[config.mk]
export PLATFORM = sky130hd
export DESIGN_NAME = pc_rx_deframe_mc
export DESIGN_NICKNAME = d
export VERILOG_FILES = /design/src/rtl/pc_rx_pkg.sv /design/src/rtl/pc_crc32_byte.sv /design/src/rtl/pc_rx_deframe_mc.sv
export SDC_FILE = /design/constraint.sdc
export NUM_CORES = 1
export LEC_CHECK = 0
export CAP_MARGIN = 15
export CORE_MARGIN = 2
export CORE_UTILIZATION = 60
export CTS_BUF_LIST = sky130_fd_sc_hd__clkbuf_16
export DETAILED_ROUTE_END_ITERATION = 7
export PLACE_DENSITY = 0.9
export SETUP_SLACK_MARGIN = 0.4
export SYNTH_ARGS = -nofsm -noshare
export SYNTH_HDL_FRONTEND = slang
export SYNTH_HIERARCHICAL = 1
export SYNTH_SLANG_ARGS = --single-unit
[constraint.sdc]
create_clock -name clk_sys -period 30.5 [get_ports clk_sys]
set_input_delay 3.05 -clock clk_sys [delete_from_list [all_inputs] [get_ports clk_sys]]
set_output_delay 3.05 -clock clk_sys [all_outputs]
set_load 0.005 [all_outputs]
[src/rtl/pc_rx_pkg.sv]
// Shared types and constants for the PC RX deframer: FSM states, response codes,
// field sizes and the CRC-32/IEEE byte-update helper.
package pc_rx_pkg;

    typedef enum logic [1:0] {
        StHunt,
        StHdr,
        StPay,
        StCrc
    } state_e;

    localparam logic [2:0] RESP_CRC_ERR   = 3'd0;
    localparam logic [2:0] RESP_OK        = 3'd1;
    localparam logic [2:0] RESP_LEN_ERR   = 3'd2;
    localparam logic [2:0] RESP_OVERFLOW  = 3'd3;
    localparam logic [2:0] RESP_TIMEOUT   = 3'd4;
    localparam logic [2:0] RESP_FIFO_FULL = 3'd5;

    localparam int unsigned HDR_BYTES = 8;
    localparam int unsigned CRC_BYTES = 4;

    localparam logic [31:0] CRC_POLY   = 32'hEDB88320;
    localparam logic [31:0] CRC_INIT   = 32'hFFFFFFFF;
    localparam logic [31:0] CRC_XOROUT = 32'hFFFFFFFF;

    // Reflected CRC: LSB of the data byte enters first.
    function automatic logic [31:0] crc32_byte(input logic [31:0] crc, input logic [7:0] data);
        logic [31:0] c;
        c = crc ^ {24'b0, data};
        for (int i = 0; i < 8; i++) begin
            c = c[0] ? ((c >> 1) ^ CRC_POLY) : (c >> 1);
        end
        return c;
    endfunction

endpackage

[src/rtl/pc_crc32_byte.sv]
// Byte-wide CRC-32 accumulator with clear and enable; exposes the value the
// register will hold after the current cycle.
module pc_crc32_byte
    import pc_rx_pkg::*;
(
    input  logic        clk_sys,
    input  logic        rst,
    input  logic        clr_i,
    input  logic        en_i,
    input  logic [7:0]  data_i,
    output logic [31:0] crc_next_o
);

    logic [31:0] crc_q;

    always_comb begin
        crc_next_o = crc_q;
        if (clr_i) begin
            crc_next_o = CRC_INIT;
        end else if (en_i) begin
            crc_next_o = crc32_byte(crc_q, data_i);
        end
    end

    always_ff @(posedge clk_sys or posedge rst) begin
        if (rst) begin
            crc_q <= CRC_INIT;
        end else begin
            crc_q <= crc_next_o;
        end
    end

endmodule

[src/rtl/pc_rx_deframe_mc.sv]
// Multi-channel PC RX deframer: sync hunt, header parse, ring-buffer payload write,
// CRC/length/space/timeout checks, per-type info FIFO commit and response descriptor.
module pc_rx_deframe_mc
    import pc_rx_pkg::*;
#(
    parameter logic [31:0] SYNC_WORD   = 32'hEF9119FE,
    parameter int unsigned ADDR_W      = 12,
    parameter int unsigned NUM_CH      = 2,
    parameter logic [31:0] MAX_LEN     = 32'd4108,
    parameter int unsigned TIMEOUT_CYC = 100000
) (
    input  logic              clk_sys,
    input  logic              rst,
    input  logic [7:0]        pc_rx_data,
    input  logic              pc_rx_data_valid,
    input  logic [ADDR_W-1:0] fdram_rd_ptr,
    input  logic [NUM_CH-1:0] fififo_full,
    output logic              fdram_wr_en,
    output logic [ADDR_W-1:0] fdram_wr_addr,
    output logic [7:0]        fdram_wr_data,
    output logic [NUM_CH-1:0] fififo_wr_en,
    output logic [71:0]       fififo_wr_data,
    output logic [19:0]       resp_info,
    output logic              resp_info_valid
);

    localparam int unsigned    TO_W    = $clog2(TIMEOUT_CYC) + 1;
    localparam logic [TO_W-1:0] TO_LAST = TO_W'(TIMEOUT_CYC - 1);
    localparam logic [31:0]    MIN_LEN = 32'(HDR_BYTES + CRC_BYTES);

    state_e              state_q, state_d;
    logic [23:0]         shift_q, shift_d;
    logic [23:0]         hdr_sh_q, hdr_sh_d;
    logic [23:0]         crc_rx_q, crc_rx_d;
    logic [31:0]         cnt_q, cnt_d;
    logic [15:0]         type_q, type_d;
    logic [31:0]         len_q, len_d;
    logic [15:0]         func_q, func_d;
    logic [TO_W-1:0]     idle_q, idle_d;
    logic [ADDR_W-1:0]   wr_addr_q, wr_addr_d;
    logic [ADDR_W-1:0]   commit_ptr_q, commit_ptr_d;
    logic [ADDR_W-1:0]   start_q, start_d;

    logic                fdram_wr_en_d;
    logic [ADDR_W-1:0]   fdram_wr_addr_d;
    logic [7:0]          fdram_wr_data_d;
    logic [NUM_CH-1:0]   fififo_wr_en_d;
    logic [71:0]         fififo_wr_data_d;
    logic [19:0]         resp_info_d;
    logic                resp_info_valid_d;

    logic                crc_clr, crc_en;
    logic [31:0]         crc_next;
    logic [NUM_CH-1:0]   ch_oh;
    logic                type_ok;
    logic                done, commit, emit;
    logic [2:0]          status;
    logic [31:0]         len_v, pay_n, rx_crc;
    logic [ADDR_W-1:0]   free_v;

    pc_crc32_byte u_crc (
        .clk_sys    (clk_sys),
        .rst        (rst),
        .clr_i      (crc_clr),
        .en_i       (crc_en),
        .data_i     (pc_rx_data),
        .crc_next_o (crc_next)
    );

    always_comb begin
        ch_oh = '0;
        for (int k = 0; k < NUM_CH; k++) begin
            ch_oh[k] = (32'(type_q) == 32'(k + 1));
        end
        type_ok = |ch_oh;
        len_v   = {hdr_sh_q, pc_rx_data};
        pay_n   = len_q - MIN_LEN;
        rx_crc  = {crc_rx_q, pc_rx_data};
        // Free bytes keep one slot empty so full and empty are distinguishable.
        free_v  = ~(wr_addr_q - fdram_rd_ptr);
    end

    always_comb begin
        state_d           = state_q;
        shift_d           = shift_q;
        hdr_sh_d          = hdr_sh_q;
        crc_rx_d          = crc_rx_q;
        cnt_d             = cnt_q;
        type_d            = type_q;
        len_d             = len_q;
        func_d            = func_q;
        idle_d            = idle_q;
        wr_addr_d         = wr_addr_q;
        commit_ptr_d      = commit_ptr_q;
        start_d           = start_q;
        fdram_wr_en_d     = 1'b0;
        fdram_wr_addr_d   = fdram_wr_addr;
        fdram_wr_data_d   = fdram_wr_data;
        fififo_wr_en_d    = '0;
        fififo_wr_data_d  = fififo_wr_data;
        resp_info_d       = resp_info;
        resp_info_valid_d = 1'b0;
        crc_clr           = 1'b0;
        crc_en            = 1'b0;
        done              = 1'b0;
        commit            = 1'b0;
        emit              = 1'b0;
        status            = RESP_OK;

        if (pc_rx_data_valid) begin
            idle_d = '0;
            unique case (state_q)
                StHunt: begin
                    if ({shift_q, pc_rx_data} == SYNC_WORD) begin
                        state_d = StHdr;
                        shift_d = '0;
                        cnt_d   = '0;
                        type_d  = '0;
                        len_d   = '0;
                        func_d  = '0;
                        crc_clr = 1'b1;
                    end else begin
                        shift_d = {shift_q[15:0], pc_rx_data};
                    end
                end
                StHdr: begin
                    crc_en   = 1'b1;
                    hdr_sh_d = {hdr_sh_q[15:0], pc_rx_data};
                    cnt_d    = cnt_q + 32'd1;
                    if (cnt_q == 32'd1) begin
                        type_d = {hdr_sh_q[7:0], pc_rx_data};
                    end
                    if (cnt_q == 32'd5) begin
                        len_d = len_v;
                        if (len_v < MIN_LEN || len_v > MAX_LEN) begin
                            done   = 1'b1;
                            emit   = type_ok;
                            status = RESP_LEN_ERR;
                        end
                    end
                    if (cnt_q == 32'(HDR_BYTES - 1)) begin
                        func_d  = {hdr_sh_q[7:0], pc_rx_data};
                        start_d = wr_addr_q;
                        cnt_d   = '0;
                        if (pay_n > 32'(free_v)) begin
                            done   = 1'b1;
                            emit   = type_ok;
                            status = RESP_OVERFLOW;
                        end else if (pay_n == 32'd0) begin
                            state_d = StCrc;
                        end else begin
                            state_d = StPay;
                            cnt_d   = pay_n;
                        end
                    end
                end
                StPay: begin
                    crc_en          = 1'b1;
                    fdram_wr_en_d   = 1'b1;
                    fdram_wr_addr_d = wr_addr_q;
                    fdram_wr_data_d = pc_rx_data;
                    wr_addr_d       = wr_addr_q + 1'b1;
                    cnt_d           = cnt_q - 32'd1;
                    if (cnt_q == 32'd1) begin
                        state_d = StCrc;
                        cnt_d   = '0;
                    end
                end
                StCrc: begin
                    crc_rx_d = {crc_rx_q[15:0], pc_rx_data};
                    cnt_d    = cnt_q + 32'd1;
                    if (cnt_q == 32'(CRC_BYTES - 1)) begin
                        done = 1'b1;
                        emit = type_ok;
                        if (rx_crc != (crc_next ^ CRC_XOROUT)) begin
                            status = RESP_CRC_ERR;
                        end else if (|(ch_oh & fififo_full)) begin
                            status = RESP_FIFO_FULL;
                        end else if (type_ok) begin
                            commit           = 1'b1;
                            fififo_wr_en_d   = ch_oh;
                            fififo_wr_data_d = {func_q, 16'(start_q), 8'h80, len_q};
                            commit_ptr_d     = wr_addr_q;
                        end
                    end
                end
                default: state_d = StHunt;
            endcase
        end else if (state_q != StHunt) begin
            if (idle_q == TO_LAST) begin
                done   = 1'b1;
                emit   = type_ok;
                status = RESP_TIMEOUT;
                idle_d = '0;
            end else begin
                idle_d = idle_q + 1'b1;
            end
        end

        if (done) begin
            state_d = StHunt;
            shift_d = '0;
            cnt_d   = '0;
            if (!commit) begin
                wr_addr_d = commit_ptr_q;
            end
        end
        if (emit) begin
            resp_info_valid_d = 1'b1;
            resp_info_d       = {1'b0, status, func_d};
        end
    end

    always_ff @(posedge clk_sys or posedge rst) begin
        if (rst) begin
            state_q         <= StHunt;
            shift_q         <= '0;
            hdr_sh_q        <= '0;
            crc_rx_q        <= '0;
            cnt_q           <= '0;
            type_q          <= '0;
            len_q           <= '0;
            func_q          <= '0;
            idle_q          <= '0;
            wr_addr_q       <= '0;
            commit_ptr_q    <= '0;
            start_q         <= '0;
            fdram_wr_en     <= 1'b0;
            fdram_wr_addr   <= '0;
            fdram_wr_data   <= '0;
            fififo_wr_en    <= '0;
            fififo_wr_data  <= '0;
            resp_info       <= '0;
            resp_info_valid <= 1'b0;
        end else begin
            state_q         <= state_d;
            shift_q         <= shift_d;
            hdr_sh_q        <= hdr_sh_d;
            crc_rx_q        <= crc_rx_d;
            cnt_q           <= cnt_d;
            type_q          <= type_d;
            len_q           <= len_d;
            func_q          <= func_d;
            idle_q          <= idle_d;
            wr_addr_q       <= wr_addr_d;
            commit_ptr_q    <= commit_ptr_d;
            start_q         <= start_d;
            fdram_wr_en     <= fdram_wr_en_d;
            fdram_wr_addr   <= fdram_wr_addr_d;
            fdram_wr_data   <= fdram_wr_data_d;
            fififo_wr_en    <= fififo_wr_en_d;
            fififo_wr_data  <= fififo_wr_data_d;
            resp_info       <= resp_info_d;
            resp_info_valid <= resp_info_valid_d;
        end
    end

endmodule

# After elaboration in Yosys (flattened, before gate mapping)
# Cells that the tools add are included.
# totals
word_cells,179
input_bits,25
output_inout_bits,116
register_bits,360
# classes
n_mux,95
n_eq_ne,19
n_bitwise,14
n_lt_le_gt_ge,3
n_reduce_logical,22
n_addsub,6
# ops
cell,count
32-bit two-way mux,18
32-bit one-hot mux with 4 select lines,1
13-bit inverter with 14-bit output,8
24-bit two-way mux,4
16-bit two-way mux,5
"32-bit by 3-bit equality test with 1-bit output, second input constant",2
16-bit one-hot mux with 2 select lines,2
32-bit one-hot mux with 2 select lines,1
18-bit two-way mux,3
12-bit two-way mux,4
"32-bit by 1-bit adder with 32-bit output, second input constant",1
"32-bit by 1-bit equality test with 1-bit output, second input constant",1
"32-bit by 2-bit equality test with 1-bit output, second input constant",1
"32-bit equality test, second input constant",1
32-bit by 12-bit > comparator with 1-bit output,1
"32-bit by 13-bit > comparator with 1-bit output, second input constant",1
32-bit zero test,1
"32-bit by 4-bit < comparator with 1-bit output, second input constant",1
32-bit inequality test,1
32-bit inverter,1
"32-bit by 1-bit subtractor with 32-bit output, second input constant",1
"32-bit by 4-bit subtractor with 32-bit output, second input constant",1
32-bit by 8-bit bitwise XOR with 32-bit output,1
1-bit two-way mux,31
27 further kinds,67

# Logic depth before layout (Yosys ltp)
# Gate-level depths: netlist of run 1.
# depth
ltp_word,27
mapped_depth,24
ltp_nobuf,22

# Modules after synthesis
# The synthesis of run 1 kept the hierarchy.
# by_module_without_submodules
mod,seq_area_each_um2,n_inst,area_each_um2,cells_per_inst
pc_rx_deframe_mc,8207.9,1,16582.2,1565
pc_crc32_byte,840.8,1,2210.9,172

# Least setup slack after synthesis of run 1
# OpenSTA, ideal clock, no wires.
# synth_path
path_type,in2reg
start,input pc_rx_data[1]
end,register fififo_wr_data[10]
t_required_ps,30375
n_path_buf,5
cell_stages,18
setup_ps,125
path_slack_ps,23538
arrival_time_ps,6837
cell_sequence,clkbuf_1 nand4b_1 or4_1 nor4_2 and2_1 buf_1 clkbuf_1 nor3_1 a21oi_1 xor2_1 nand4_1 nor4_1 nand4_1 nor2_1 nand3_1 clkbuf_1 buf_2 mux2_2
# synth_via
word_cells_on_any_way,25
classes_between,eq/ne (2); mux (13); bitwise (9); reduce/logical (1)
# synth_lines
element,line_no,rtl
from (decl),pc_rx_deframe_mc.sv:14,"input logic [7:0] pc_rx_data,"
32-bit equality test,pc_rx_deframe_mc.sv:114,"if ({shift_q, pc_rx_data} == SYNC_WORD) begin"
1-bit two-way mux,pc_rx_deframe_mc.sv:114,
1-bit two-way mux,pc_rx_deframe_mc.sv:112,unique case (state_q)
1-bit two-way mux,pc_rx_deframe_mc.sv:110,if (pc_rx_data_valid) begin
via crc_clr,pc_rx_deframe_mc.sv:52,"logic crc_clr, crc_en;"
32-bit two-way mux,pc_crc32_byte.sv:18,if (clr_i) begin
via crc_next[29],pc_rx_deframe_mc.sv:53,logic [31:0] crc_next;
32-bit inverter (no line),-,
32-bit inequality test,pc_rx_deframe_mc.sv:175,if (rx_crc != (crc_next ^ CRC_XOROUT)) begin
1-bit inverter (no line),-,
6-bit AND reduction (no line),-,
to (signal assigned),pc_rx_deframe_mc.sv:252,fififo_wr_data <= fififo_wr_data_d;
to (decl),pc_rx_deframe_mc.sv:22,"output logic [71:0] fififo_wr_data,"
# The timed path passes the listed nets, and every way through them passes these cells.
# A chain may end at the register's enable or synchronous reset.

# Worst setup path after layout of run 1
# layout_path
start,input pc_rx_data[0]
end,register wr_addr_q[5]
# layout_via
word_cells_on_any_way,39
classes_between,order compare (2); eq/ne (2); mux (25); bitwise (9); reduce/logical (1)
# layout_lines
element,line_no,rtl
32-bit equality test,pc_rx_deframe_mc.sv:114,
1-bit two-way mux,pc_rx_deframe_mc.sv:114,
1-bit two-way mux,pc_rx_deframe_mc.sv:112,
1-bit two-way mux,pc_rx_deframe_mc.sv:110,
via crc_clr,pc_rx_deframe_mc.sv:52,
32-bit two-way mux,pc_crc32_byte.sv:18,
via crc_next[29],pc_rx_deframe_mc.sv:53,
32-bit inverter (no line),-,
32-bit inequality test,pc_rx_deframe_mc.sv:175,
1-bit two-way mux,pc_rx_deframe_mc.sv:175,
1-bit two-way mux,pc_rx_deframe_mc.sv:172,if (cnt_q == 32'(CRC_BYTES - 1)) begin
1-bit two-way mux,pc_rx_deframe_mc.sv:112,
1-bit two-way mux,pc_rx_deframe_mc.sv:110,
12-bit two-way mux,pc_rx_deframe_mc.sv:204,if (!commit) begin
12-bit two-way mux,pc_rx_deframe_mc.sv:200,if (done) begin
via wr_addr_d[5],pc_rx_deframe_mc.sv:40,"logic [ADDR_W-1:0] wr_addr_q, wr_addr_d;"
to (signal assigned),pc_rx_deframe_mc.sv:245,wr_addr_q <= wr_addr_d;
to (decl),pc_rx_deframe_mc.sv:40,
# The timed path passes the listed nets, and every way through them passes these cells.

==> results.md, run 1 <==
- IR analysis of the VDD net gives a maximum drop of 39.6 uV.
- The max-slew violation total from the final report is 0.
- Buffers inserted during clock tree synthesis total 38.
- The analysis attributes to cell leakage a power of 9.94 nW.
- Synthesis produced 1737 cells.
- The die area is 32800 sq um.
- The type of element capturing the critical path is a register.
- The clock drives 360 sinks.
- At the worst endpoint, the arrival time is 9100 ps.
- Along the worst path, the maximum fanout reaches 74.
- The register bit count reported by yosys is 360.
- Derived from the worst setup path, the maximum achievable clock frequency is 0.116 GHz.
- The cell depth of the worst hold path is 2.
- For this run, the post-layout net count is 1882.
- The chip height is 181 um.
- The total overflow left after global routing is 0.
- The worst setup path is launched from a primary input.
- Measured on the finished design, the core utilization comes to 0.699.
- The slowest cell on the critical path is clkdlybuf4s50_1.
- The cell chosen for the clock root is clkbuf_16.
- The worst hold path begins at fdram_wr_addr[3]$_DFFE_PP0P_.
- After synthesis, the most frequently instantiated cells are dfrtp_1 (328), nand2_1 (163), mux2_2 (162).
- The number of routed nets with antenna violations is 0.
- Synthesis instantiated 95 different standard cells from the library.
- Compared with the post-synthesis result, the final layout area differs by 14.4%.
- Headroom to the max-slew limit came out at 0.204.
- The first global-routing pass estimated 79700 um of wire.
- The count of unresolved DRC violations after routing is 0.
- By area the synthesized netlist is led by dfrtp_1 (44%), mux2_2 (9.7%), dfstp_2 (4.5%), nand2_1 (3.3%), xor2_1 (2.7%).
- For the pin with the worst max-slew slack, the measured transition is 1190 ps.
- The clock reaches the later pin of the worst-skew pair after 550 ps.
- The die outline width is 181 um.
- In the final layout, the share of cells above drive strength 1 is 0.171.
- The post-route fraction of the period consumed by the critical path is 0.283.
- Setup repair after global routing left no endpoint under its margin.
- The average wire per cell in the routed design is 21.9 um.
- The core region is 30700 sq um.
- In the post-synthesis netlist, the cell with the most instances is dfrtp_1.
- The total iterations of the first detailed-routing run is 6.
- The initial antenna violation count is 1.
- The count of cells along the worst register-to-register path is 18.
- TritonCTS built the clock tree.
- The part of the Yosys area used for sequential elements is 0.481.
- The post-cts repair resize count is 0.
- The number of hold violations in the final report came to 0.
- The I/O pin count is 141.
- The largest buffer count on any clock path is 3.
- The effective utilization at floorplan is 0.611.
- After layout, the minimum clock period comes to 8630 ps.
- The type of the tightest min-delay check is register to register.
- Max-cap violations in this run came to 0.
- The sink of the worst hold path is fdram_wr_addr[3]$_DFFE_PP0P_.
- The number of buffers inserted for hold repair after clock tree synthesis is 0.
- After filler insertion, the fill cell instance count of the layout stands at 1965.
- STA puts the critical path data required time at 30970 ps.
- In this run, the number of DRC markers left after iteration 0 of detailed routing was 1658.
- Once detailed placement completed, the half-perimeter wirelength came to 31700 um.
- Clock-pin slew was measured on the worst setup and hold paths at 60 ps.
- The finished cells cover 21500 sq um.
- The count of flip-flops with a built-in enable after synthesis is 0.
- Dividing total power by cell area gives a power density of 49.2 nW/um^2.
- The setup path with the least slack is of type primary input to register.
- The detailed-route via count is 14700.
- The beginning of the worst register-to-register path is shift_q[11]$_DFFE_PP0P_.
- The critical path goes through clkdlybuf4s50_1 -> nand4b_1 -> or4_1 -> nor4_2 -> and2_1 -> buf_4 -> nor2_1 -> a21oi_1 -> xor2_1 -> nand4_1 -> nor4_1 -> nand4_1 -> nor2_1 -> nand3_4 -> buf_4 -> o21ai_1 -> buf_4 -> nor2_1 -> a21oi_1.
- The via count of the first global-routing pass was 14700.
- The H-tree generated during clock tree synthesis spans 2 levels.
- The routed design has 49300 um of wire.
- After detailed routing, the number of vias per cell comes to 6.54.
- Post-CTS timing repair inserted 0 buffers for setup.
- Between clock sinks in the finished design, the worst skew comes to 40.8 ps.
- The number of buffers added on ports is 128.
- Setup violations remaining at the end of the flow were counted as 0.
- Each instance of the synthesized netlist takes up on average 10.8 sq um.
- The initialized floorplan defines 64 standard-cell rows.
- The biggest area consumer among synthesized cells is dfrtp_1.
- The share of the synthesized area in the top cell type is 0.437.
- Entering global routing, the biggest net connects 88 pins.
- The final weighted congestion in routability-driven placement is 0.889.
- Across all register-to-register paths, the minimum setup slack is 24540 ps.
- The flow ran to the end, and the final reports show no timing, DRC or antenna violations.
- Setup total negative slack on the finished layout was measured at 0 ps.
- The Yosys step of the flow raised 6 warnings.
- The share of flip-flops with an asynchronous set or reset is 1.00.
- The largest stage delay on the critical path is 770 ps.
- The all-layer global routing usage is 0.301.
- The area of the mapped netlist is 18800 sq um.
- The prevailing post-synth register cell is dfrtp_1.
- The worst register-to-register path ends at wr_addr_q[5]$_DFF_PP0_.
- In this run the cell area measured after placement is 20300 sq um.
[final cells by class]
| cell class | count | area [sq um] | share of cell area |
|---|---|---|---|
| multi-input combinational | 1216 | 9060 | 0.421 |
| sequential | 360 | 9050 | 0.421 |
| timing repair buffer | 151 | 1490 | 0.0695 |
| clock buffer | 38 | 951 | 0.0442 |
| tap | 396 | 495 | 0.0231 |
| clock inverter | 30 | 226 | 0.0105 |
| inverter | 56 | 218 | 0.0101 |
| antenna | 1 | 2.50 | 0.000116 |
[state kept, by name, indices dropped and copies added, names as in the netlist, 16 cells and up]
| register | cells |
|---|---|
| cnt_q | 32 |
| crc_rx_q | 24 |
| fififo_wr_data | 61 |
| func_q | 16 |
| hdr_sh_q | 24 |
| idle_q | 18 |
| len_q | 32 |
| resp_info | 19 |
| shift_q | 24 |
| type_q | 16 |
| u_crc/crc_q | 32 |
[metrics by stage]
step,hold slack (ps),worst slack (ps),cells,power (W)
after floorplan,450,18370,1748,0.000596
after global placement,453,21850,2176,0.000618
after detailed placement,477,21580,2176,0.000623
after CTS,490,22040,2244,0.00106
after global routing,516,21580,2248,0.00109
final,484,21870,2248,0.00106
[layer usage]
layer	vias to the layer above	GRT usage	wire length (um)
li1	6431	-	-
met2	823	0.498	24300
met3	162	0.0530	3930
met4	0	0.113	1900
met5	-	0	0
met1	7284	0.399	19100
[worst max-delay path, delay by kind of cell]
kind            cells  cell delay, ps
buf+inv             4            1870
simple gates       11            3050
compound gates      3             790
xor+xnor            1             190
[worst max-delay path by stage]
stage / endpoint / depth (start not counted) / start / slack [ps]
after CTS: wr_addr_q[2]$_DFF_PP0_ / 19 / pc_rx_data[0] / 22040
final: wr_addr_q[5]$_DFF_PP0_ / 19 / pc_rx_data[0] / 21870
after global placement: wr_addr_q[3]$_DFF_PP0_ / 19 / pc_rx_data[0] / 21850
after global routing: wr_addr_q[10]$_DFF_PP0_ / 19 / pc_rx_data[0] / 21580
after detailed placement: wr_addr_q[10]$_DFF_PP0_ / 19 / pc_rx_data[0] / 21580
after floorplan: cnt_q[0]$_DFFE_PP0P_ / 1 / rst / 18370
[cells in the final DEF, fill, tap and decap left out, types with 9 or more instances in the layout]
cell type,n
dfrtp_1,328
nand2_1,163
mux2_2,162
clkdlybuf4s50_1,128
o21ai_0,93
nor2_1,87
a21oi_1,71
inv_1,61
xor2_1,57
xnor2_1,53
a22o_1,49
nand4_1,38
nor3_1,38
clkbuf_16,38
ha_1,33
dfstp_2,32
nand3_1,28
nor4_1,28
buf_4,21
and3_1,18
o21ai_1,17
a211o_1,16
o22ai_1,16
nor2b_1,15
conb_1,12
a31oi_1,10
clkinv_2,10
xnor3_1,10
and2_1,9
a32o_1,9
[report_power, final]
group          switching (W)  leakage, nW  internal (W)
clock network       0.000199        0.608      0.000240
logic              0.0000605         4.46     0.0000585
registers         0.00000893         4.87      0.000490
[logic make-up (layout without fill, tap and decap cells)]
family,count (synthesis),in the layout,share of synthesized area
buffers and inverters,172,275,0.0397
and+or+nand+nor,492,492,0.134
muxes,166,166,0.0999
xor gates and xnor gates,139,139,0.0849
other,1,13,0.000200
AOI/OAI and AO/OA,373,373,0.137
DFF,360,360,0.481
adders and majority gates,34,34,0.0230
(Power assumes the default switching activity.)
==> run 2: changes to the inputs <==
--- a/config.mk
+++ b/config.mk
@@ -7,10 +7,10 @@
 export LEC_CHECK = 0
 export CAP_MARGIN = 15
 export CORE_MARGIN = 2
-export CORE_UTILIZATION = 60
+export CORE_UTILIZATION = 59
 export CTS_BUF_LIST = sky130_fd_sc_hd__clkbuf_16
 export DETAILED_ROUTE_END_ITERATION = 7
-export PLACE_DENSITY = 0.9
+export PLACE_DENSITY = 0.89
 export SETUP_SLACK_MARGIN = 0.4
 export SYNTH_ARGS = -nofsm -noshare
 export SYNTH_HDL_FRONTEND = slang
==> constraint.sdc (replaced) <==
create_clock -name clk_sys -period 8.59 [get_ports clk_sys]
set_input_delay 0.859 -clock clk_sys [delete_from_list [all_inputs] [get_ports clk_sys]]
set_output_delay 0.859 -clock clk_sys [all_outputs]
set_load 0.005 [all_outputs]
==> run 2 against run 1 <==
  * Clock skew decreased by 11 ps
  * Via count shrank 1.7%
  * Final area up 0.16%
  * Sequential cell count stayed put
  * Critical path depth fell by 2
==> results.md, run 2 (synthesized netlist as in run 1, its figures left out) <==
- Run status: complete, no violations (unchanged).
- The pre-CTS setup slack is 1740 ps (was 21580 ps).
- The worst slew margin relative to its limit is 0.208 (was 0.204).
- The peak clock frequency supported by timing is 0.153 GHz.
- The layout cell share with drive strength beyond 1 is 0.174 (was 0.171).
- The type of the tightest min-delay check is register to register (unchanged).
- The category of the worst setup path launch point was a primary input (unchanged).
- The first-pass GRT wire length was 76800 um (was 79700 um).
- The class of the most critical setup path is primary input to register (unchanged).
- The largest buffer count on any clock path is 3 (unchanged).
- The source of the worst hold timing path was fdram_wr_addr[0]$_DFFE_PP0P_ (was fdram_wr_addr[3]$_DFFE_PP0P_).
- The largest clock skew in the final design is 29.6 ps (was 40.8 ps).
- The peak supply drop is 186 uV (was 39.6 uV).
- The effective utilization at floorplan is 0.597 (was 0.611).
- The clock latency reported for the late side of the worst-skew pair came to 550 ps (about the same).
- The largest driver fanout on the critical path is 46 (was 74).
- The number of post-CTS setup repair buffers is 0 (unchanged).
- The HPWL after detailed placement was 31000 um (was 31700 um).
- The standard cell core area is 31500 sq um (was 30700 sq um).
- The violation count after the first detailed-routing iteration was 1682 (was 1658).
- Leading cell types in the layout, fill and taps excluded: dfrtp_1 (328), nand2_1 (163), mux2_2 (162) (unchanged).
- The synthesis-to-finish area growth is 14.6% (was 14.4%).
- The detailed-route via count is 14500 (was 14700).
- Dividing the final minimum period by the clock period gives 0.760.
- The leakage power is 9.95 nW (was 9.94 nW).
- The beginning of the worst register-to-register path is shift_q[11]$_DFFE_PP0P_ (unchanged).
- The number of buffers created by CTS was 38 (unchanged).
- The flip-flop count of the largest register, all copies and words added is 61 (unchanged).
- The I/O pin count is 141 (unchanged).
- The number of failing setup endpoints in the final timing report is 0 (unchanged).
- The kind of cell adding the most delay to the critical path is simple AND/OR/NAND/NOR gates (unchanged).
- The number of buffers added on ports is 128 (unchanged).
- Critical-path cell list: clkdlybuf4s50_1 -> nand4b_1 -> or4_1 -> nor4_2 -> and2_1 -> buf_4 -> a211o_1 -> xor2_1 -> nand4_1 -> nor4_1 -> nand4_1 -> nor2_1 -> nand3_4 -> o21ai_1 -> buf_4 -> nor2_1 -> a21oi_1 (was clkdlybuf4s50_1 -> nand4b_1 -> or4_1 -> nor4_2 -> and2_1 -> buf_4 -> nor2_1 -> a21oi_1 -> xor2_1 -> nand4_1 -> nor4_1 -> nand4_1 -> nor2_1 -> nand3_4 -> buf_4 -> o21ai_1 -> buf_4 -> nor2_1 -> a21oi_1).
- The largest stage delay on the critical path is 880 ps (was 770 ps).
- The all-layer global routing usage is 0.286 (was 0.301).
- The most frequent standard cell in the layout excluding fill and tap cells is dfrtp_1 (unchanged).
- The final global-route overflow total is 0 (unchanged).
- The placement row count came to 65 (was 64).
- The clock sink count was 360 (unchanged).
- The post-cts repair resize count is 0 (unchanged).
- The area of all placed cells without fillers is 21500 sq um (about the same).
- The cell chosen for the clock root was clkbuf_16 (unchanged).
- The core occupancy in the finished layout is 0.684 (was 0.699).
- The average wire per cell in the routed design was 21.1 um (was 21.9 um).
- The final layout net count is 1885 (was 1882).
- The post-layout worst setup margin came to 2060 ps (was 21870 ps).
- The arrival time at the worst endpoint came to 6990 ps (was 9100 ps).
- The slowest cell on the critical path was clkdlybuf4s50_1 (unchanged).
- The start point of the critical path is pc_rx_data[1] (was pc_rx_data[0]).
- The count of unresolved DRC violations after routing came to 0 (unchanged).
- The total iterations of the first detailed-routing run came to 5 (was 6).
- The number of maximum-capacitance constraint violations is 0 (unchanged).
- The max-slew violation total from the final report is 0 (unchanged).
- The worst hold slack is 477 ps (was 484 ps).
- The final weighted congestion in routability-driven placement is 0.903 (was 0.889).
- The standard cell area after detailed placement came to 20300 sq um (about the same).
- The die area is 33300 sq um (was 32800 sq um).
- The number of hold violations in the final report is 0 (unchanged).
- The clock-pin slew of the registers on the worst-case setup and hold paths is 70 ps (was 60 ps).
- The number of routed nets with antenna violations is 0 (unchanged).
- The via count of the first global-routing pass is 14600 (was 14700).
- The number of buffers inserted for hold repair after clock tree synthesis is 0 (unchanged).
- The number of fill cells in the layout is 2098 (was 1965).
- The worst-case register-to-register setup slack is 2540 ps (was 24540 ps).
- The pin count of the biggest net entering global routing is 185 (was 88).
- The type of element capturing the critical path was a register (unchanged).
- The number of buffers and inverters on the critical path came to 3 (was 4).
- The setup TNS came to 0 ps (unchanged).
- RSZ-0062 raised after global routing: no (unchanged).
- The clock tree from TritonCTS was done (unchanged).
- The data required time at the worst endpoint was 9050 ps (was 30970 ps).
- The chip height is 182 um (was 181 um).
- The slew at the pin closest to its max-slew limit is 1190 ps (about the same).
- The power density over cell area came to 176 nW/um^2 (was 49.2 nW/um^2).
- The worst path in the final design needs a cycle of 6530 ps, including I/O delays and setup.
- The die outline width came to 182 um (was 181 um).
- The number of vias per cell after detailed routing is 6.40 (was 6.54).
- The depth of the CTS H-tree is 2 (unchanged).
- The initial antenna violation count is 1 (unchanged).
- The aggregate routed wire length is 47600 um (was 49300 um).
- The register with the most flip-flops is fififo_wr_data (unchanged).
==> run 2: final cells by class <==
class                   instances  area (sq um)  share of cell area
flip-flops and latches        360          9050               0.420
repair buffers                154          1490              0.0692
multi-input cells            1216          9060               0.421
clock buffers                  38           951              0.0442
well taps                     402           503              0.0234
clock inverters                32           262              0.0121
diodes                          1          2.50            0.000116
inverters                      56           214             0.00994
==> run 2: worst min-delay path: stages, from the launching register on <==
cell and delay (ps):
dfrtp_1 340, nand2_1 50, o21ai_0 60
==> run 2: worst paths after layout <==
check	cells after the start	end
worst min register to register	2	fdram_wr_addr[0]$_DFFE_PP0P_
worst min-delay path	2	fdram_wr_addr[0]$_DFFE_PP0P_
min in group asynchronous	2	crc_rx_q[22]$_DFFE_PP0P_
worst max-delay path	17	wr_addr_q[8]$_DFF_PP0_
worst max register to register	16	wr_addr_q[8]$_DFF_PP0_
max in group asynchronous	3	cnt_q[4]$_DFFE_PP0P_
==> run 2: report_power, final <==
group,switching (W),internal [W],total [W]
clock,0.000719,0.000885,0.00160
combinational,0.000209,0.000206,0.000415
sequential,0.0000315,0.00174,0.00177
==> run 2: routing by layer <==
metal / vias to the layer above / share of wire / global-route usage
li1: 6442 / - / -
met1: 7204 / 0.41 / 0.382
met2: 656 / 0.49 / 0.473
met3: 148 / 0.063 / 0.0437
met4: 0 / 0.037 / 0.114
met5: - / 0 / 0
==> run 2: metrics by stage <==
stage | instances | total power [W]
6_report | 2259 | 0.00379
4_1_cts | 2258 | 0.00380
5_1_grt | 2259 | 0.00391
3_5_place_dp | 2188 | 0.00221
2_1_floorplan | 1748 | 0.00212
3_3_place_gp | 2188 | 0.00219
==> run 3: changes to the inputs <==
--- a/config.mk
+++ b/config.mk
@@ -7,10 +7,10 @@
 export LEC_CHECK = 0
 export CAP_MARGIN = 15
 export CORE_MARGIN = 2
-export CORE_UTILIZATION = 59
+export CORE_UTILIZATION = 54
 export CTS_BUF_LIST = sky130_fd_sc_hd__clkbuf_16
 export DETAILED_ROUTE_END_ITERATION = 7
-export PLACE_DENSITY = 0.89
+export PLACE_DENSITY = 0.86
 export SETUP_SLACK_MARGIN = 0.4
 export SYNTH_ARGS = -nofsm -noshare
 export SYNTH_HDL_FRONTEND = slang
==> constraint.sdc (replaced) <==
create_clock -name clk_sys -period 5.4 [get_ports clk_sys]
set_input_delay 0.54 -clock clk_sys [delete_from_list [all_inputs] [get_ports clk_sys]]
set_output_delay 0.54 -clock clk_sys [all_outputs]
set_load 0.005 [all_outputs]
==> run 3 against run 2 <==
  * Sequential cell count did not move
  * Global-route usage is 1.7 points lower
  * Cell count grew 3.3%
  * Critical path type unchanged
  * Critical endpoint is now resp_info[15]$_DFFE_PP0P_
  * Highest routed layer unchanged
==> results.md, run 3 (synthesized netlist as in run 1, its figures left out) <==
- The count of placed standard cells in the final layout, fillers left out is 2333 (was 2259).
- The flip-flop count of the largest register, all copies and words added is 61 (unchanged).
- For this run, the top clock speed supported by timing is 0.208 GHz.
- The aggregate routed wire length is 48800 um (was 47600 um).
- The layout cell share with drive strength beyond 1 is 0.188 (was 0.174).
- The final layout net count is 1906 (was 1885).
- The total iterations of the first detailed-routing run came to 8 (was 5).
- The clock sink count came to 360 (unchanged).
- The beginning of the worst register-to-register path is wr_addr_q[0]$_DFF_PP0_ (was shift_q[11]$_DFFE_PP0P_).
- The number of failing setup endpoints in the final timing report is 0 (unchanged).
- The type of element capturing the critical path is a register (unchanged).
- The synthesis-to-finish area growth is 17.3% (was 14.6%).
- The post-layout worst setup margin is 590 ps (was 2060 ps).
- The standard cell area after detailed placement is 20600 sq um (was 20300 sq um).
- The first-pass GRT wire length is 78300 um (was 76800 um).
- The pin count of the biggest net entering global routing was 191 (was 185).
- The number of vias per cell after detailed routing is 6.23 (was 6.40).
- The pre-CTS setup slack is -223 ps (was 1740 ps).
- The clock latency reported for the late side of the worst-skew pair came to 550 ps (about the same).
- The end of the worst register-to-register path is resp_info[15]$_DFFE_PP0P_ (was wr_addr_q[8]$_DFF_PP0_).
- The die outline width is 191 um (was 182 um).
- The peak supply drop came to 275 uV (was 186 uV).
- Leading cell types in the layout, fill and taps excluded: dfrtp_1 (327), nand2_1 (163), mux2_2 (162) (was dfrtp_1 (328), nand2_1 (163), mux2_2 (162)).
- Critical-path cell list: clkdlybuf4s50_1 -> inv_1 -> ha_1 -> nor2b_1 -> o21ai_0 -> a21boi_0 -> o21ai_0 -> nand2b_1 -> a21o_1 -> a41o_1 -> o41ai_1 -> xnor2_1 -> ha_1 -> a21oi_1 -> o21ai_1 -> nor3_2 -> o31a_1 -> a41oi_2 -> o21ai_2 -> buf_12 -> mux2_2 (was clkdlybuf4s50_1 -> nand4b_1 -> or4_1 -> nor4_2 -> and2_1 -> buf_4 -> a211o_1 -> xor2_1 -> nand4_1 -> nor4_1 -> nand4_1 -> nor2_1 -> nand3_4 -> o21ai_1 -> buf_4 -> nor2_1 -> a21oi_1).
- The category of the worst setup path launch point is a primary input (unchanged).
- The number of buffers added on ports is 128 (unchanged).
- The max-slew violation total from the final report came to 0 (unchanged).
- The minimum clock period after layout is 4810 ps.
- The HPWL after detailed placement was 31900 um (was 31000 um).
- Dividing the final minimum period by the clock period gives 0.891.
- The clock-pin slew of the registers on the worst-case setup and hold paths is 60 ps (was 70 ps).
- The slowest cell on the critical path is clkdlybuf4s50_1 (unchanged).
- The effective utilization at floorplan is 0.547 (was 0.597).
- The final weighted congestion in routability-driven placement is 0.895 (was 0.903).
- The class of the most critical setup path is primary input to register (unchanged).
- The type of the tightest min-delay check is primary input to asynchronous set/reset pin (was register to register).
- The initial antenna violation count is 0 (was 1).
- The final global-route overflow total is 0 (unchanged).
- The number of hold violations in the final report came to 0 (unchanged).
- The largest driver fanout on the critical path came to 20 (was 46).
- The average wire per cell in the routed design is 20.9 um (was 21.1 um).
- The number of buffers created by CTS is 39 (was 38).
- The die area is 36300 sq um (was 33300 sq um).
- The area of all placed cells without fillers is 22000 sq um (was 21500 sq um).
- The slew at the pin closest to its max-slew limit is 1110 ps (was 1190 ps).
- The I/O pin count is 141 (unchanged).
- Run status: complete, no violations (unchanged).
- The count of unresolved DRC violations after routing is 0 (unchanged).
- The clock tree from TritonCTS is done (unchanged).
- The via count of the first global-routing pass was 14900 (was 14600).
- The chip height came to 191 um (was 182 um).
- The register with the most flip-flops was fififo_wr_data (unchanged).
- The all-layer global routing usage came to 0.268 (was 0.286).
- The kind of cell adding the most delay to the critical path was compound AO/OA/AOI/OAI gates (was simple AND/OR/NAND/NOR gates).
- The count of cells along the worst register-to-register path was 22 (was 16).
- The cell total after placement is 2258 (was 2188).
- The power density over cell area is 283 nW/um^2 (was 176 nW/um^2).
- The data required time at the worst endpoint came to 5830 ps (was 9050 ps).
- The number of maximum-capacitance constraint violations came to 0 (unchanged).
- The arrival time at the worst endpoint is 5240 ps (was 6990 ps).
- The cell chosen for the clock root was clkbuf_16 (unchanged).
- The worst slew margin relative to its limit is 0.253 (was 0.208).
- The core occupancy in the finished layout is 0.641 (was 0.684).
- The number of routed nets with antenna violations is 0 (unchanged).
- The number of buffers and inverters on the critical path came to 3 (unchanged).
- The largest clock skew in the final design was 22.6 ps (was 29.6 ps).
- The placement row count is 68 (was 65).
- The detailed-route via count is 14500 (about the same).
- The violation count after the first detailed-routing iteration was 1405 (was 1682).
- The leakage power came to 10.2 nW (was 9.95 nW).
- The standard cell core area is 34400 sq um (was 31500 sq um).
- The worst-case register-to-register setup slack is 630 ps (was 2540 ps).
- The number of diodes was 0 (was 1).
- The depth of the CTS H-tree is 2 (unchanged).
- The most frequent standard cell in the layout excluding fill and tap cells is dfrtp_1 (unchanged).
- The largest stage delay on the critical path was 460 ps (was 880 ps).
- RSZ-0062 raised after global routing: no (unchanged).
- The largest buffer count on any clock path was 3 (unchanged).
run 3: worst max path at each step:
stage                                       from                   endpoint  slack [ps]  cells past startpoint
after floorplan                              rst       cnt_q[0]$_DFFE_PP0P_         480                      1
after global placement           fdram_rd_ptr[1]    shift_q[14]$_DFFE_PP0P_         -70                     21
after detailed placement         fdram_rd_ptr[0]    shift_q[11]$_DFFE_PP0P_        -220                     22
after CTS                 wr_addr_q[0]$_DFF_PP0_   resp_info[9]$_DFFE_PP0P_         480                     22
after global routing      wr_addr_q[0]$_DFF_PP0_     shift_q[9]$_DFFE_PP0P_         400                     22
final                            fdram_rd_ptr[1]  resp_info[15]$_DFFE_PP0P_         590                     21
run 3: through the flow:
stage          hold slack (ps)  total power (W)  TNS (ps)
2_1_floorplan              450          0.00337         0
3_3_place_gp               453          0.00351     -1570
3_5_place_dp               470          0.00354     -4940
4_1_cts                    359          0.00625         0
5_1_grt                    373          0.00644         0
6_report                   364          0.00624         0
run 3: power breakdown:
group	internal, W	leakage, nW	switching, W	total, W
sequential	0.00277	4.87	0.0000490	0.00282
clock	0.00161	0.669	0.00112	0.00273
combinational	0.000345	4.63	0.000351	0.000696
total	0.00473	10.2	0.00152	0.00624
run 3: cell type report:
type / instances / area (sq um)
repair buffers: 173 / 1740
fillers: 2409 / 12300
multi-input cells: 1217 / 9160
flip-flops and latches: 360 / 9050
inverters: 56 / 214
clock buffers: 39 / 976
clock inverters: 33 / 340
well taps: 455 / 569
run 3: what timing repair did:
| action | 4_1_cts | 5_1_grt |
|---|---|---|
| pin swaps | 1 | 6 |
| endpoints found under the hold margin | 0 | 0 |
| hold buffers | 0 | 0 |
| setup buffers | 0 | 2 |
| endpoints found under the setup margin | 24 | 157 |
| cloned | 1 | 0 |
| resized for setup | 2 | 21 |
run 3: per-layer routing:
metal	vias up	wire, um	part of all wire	track usage
li1	6494	-	-	-
met1	7266	19600	0.40	0.351
met2	628	23800	0.49	0.442
met3	146	3530	0.072	0.0504
met4	0	1870	0.038	0.109
met5	-	0	0	0
run 3: worst reg2reg max path, cell delays in order, from the launching register on:
cell	delay [ps]
dfrtp_1	440
inv_1	120
ha_1	180
inv_1	60
fa_1	420
a21o_1	180
a21oi_1	230
o21bai_1	110
a21oi_2	190
o21bai_1	100
a21oi_2	180
o21bai_1	90
a21oi_1	180
xnor2_1	140
ha_1	270
nand2_1	80
o21ai_1	110
nor3_2	290
o31a_1	300
a41oi_2	190
o21ai_2	250
buf_12	200
mux2_2	370
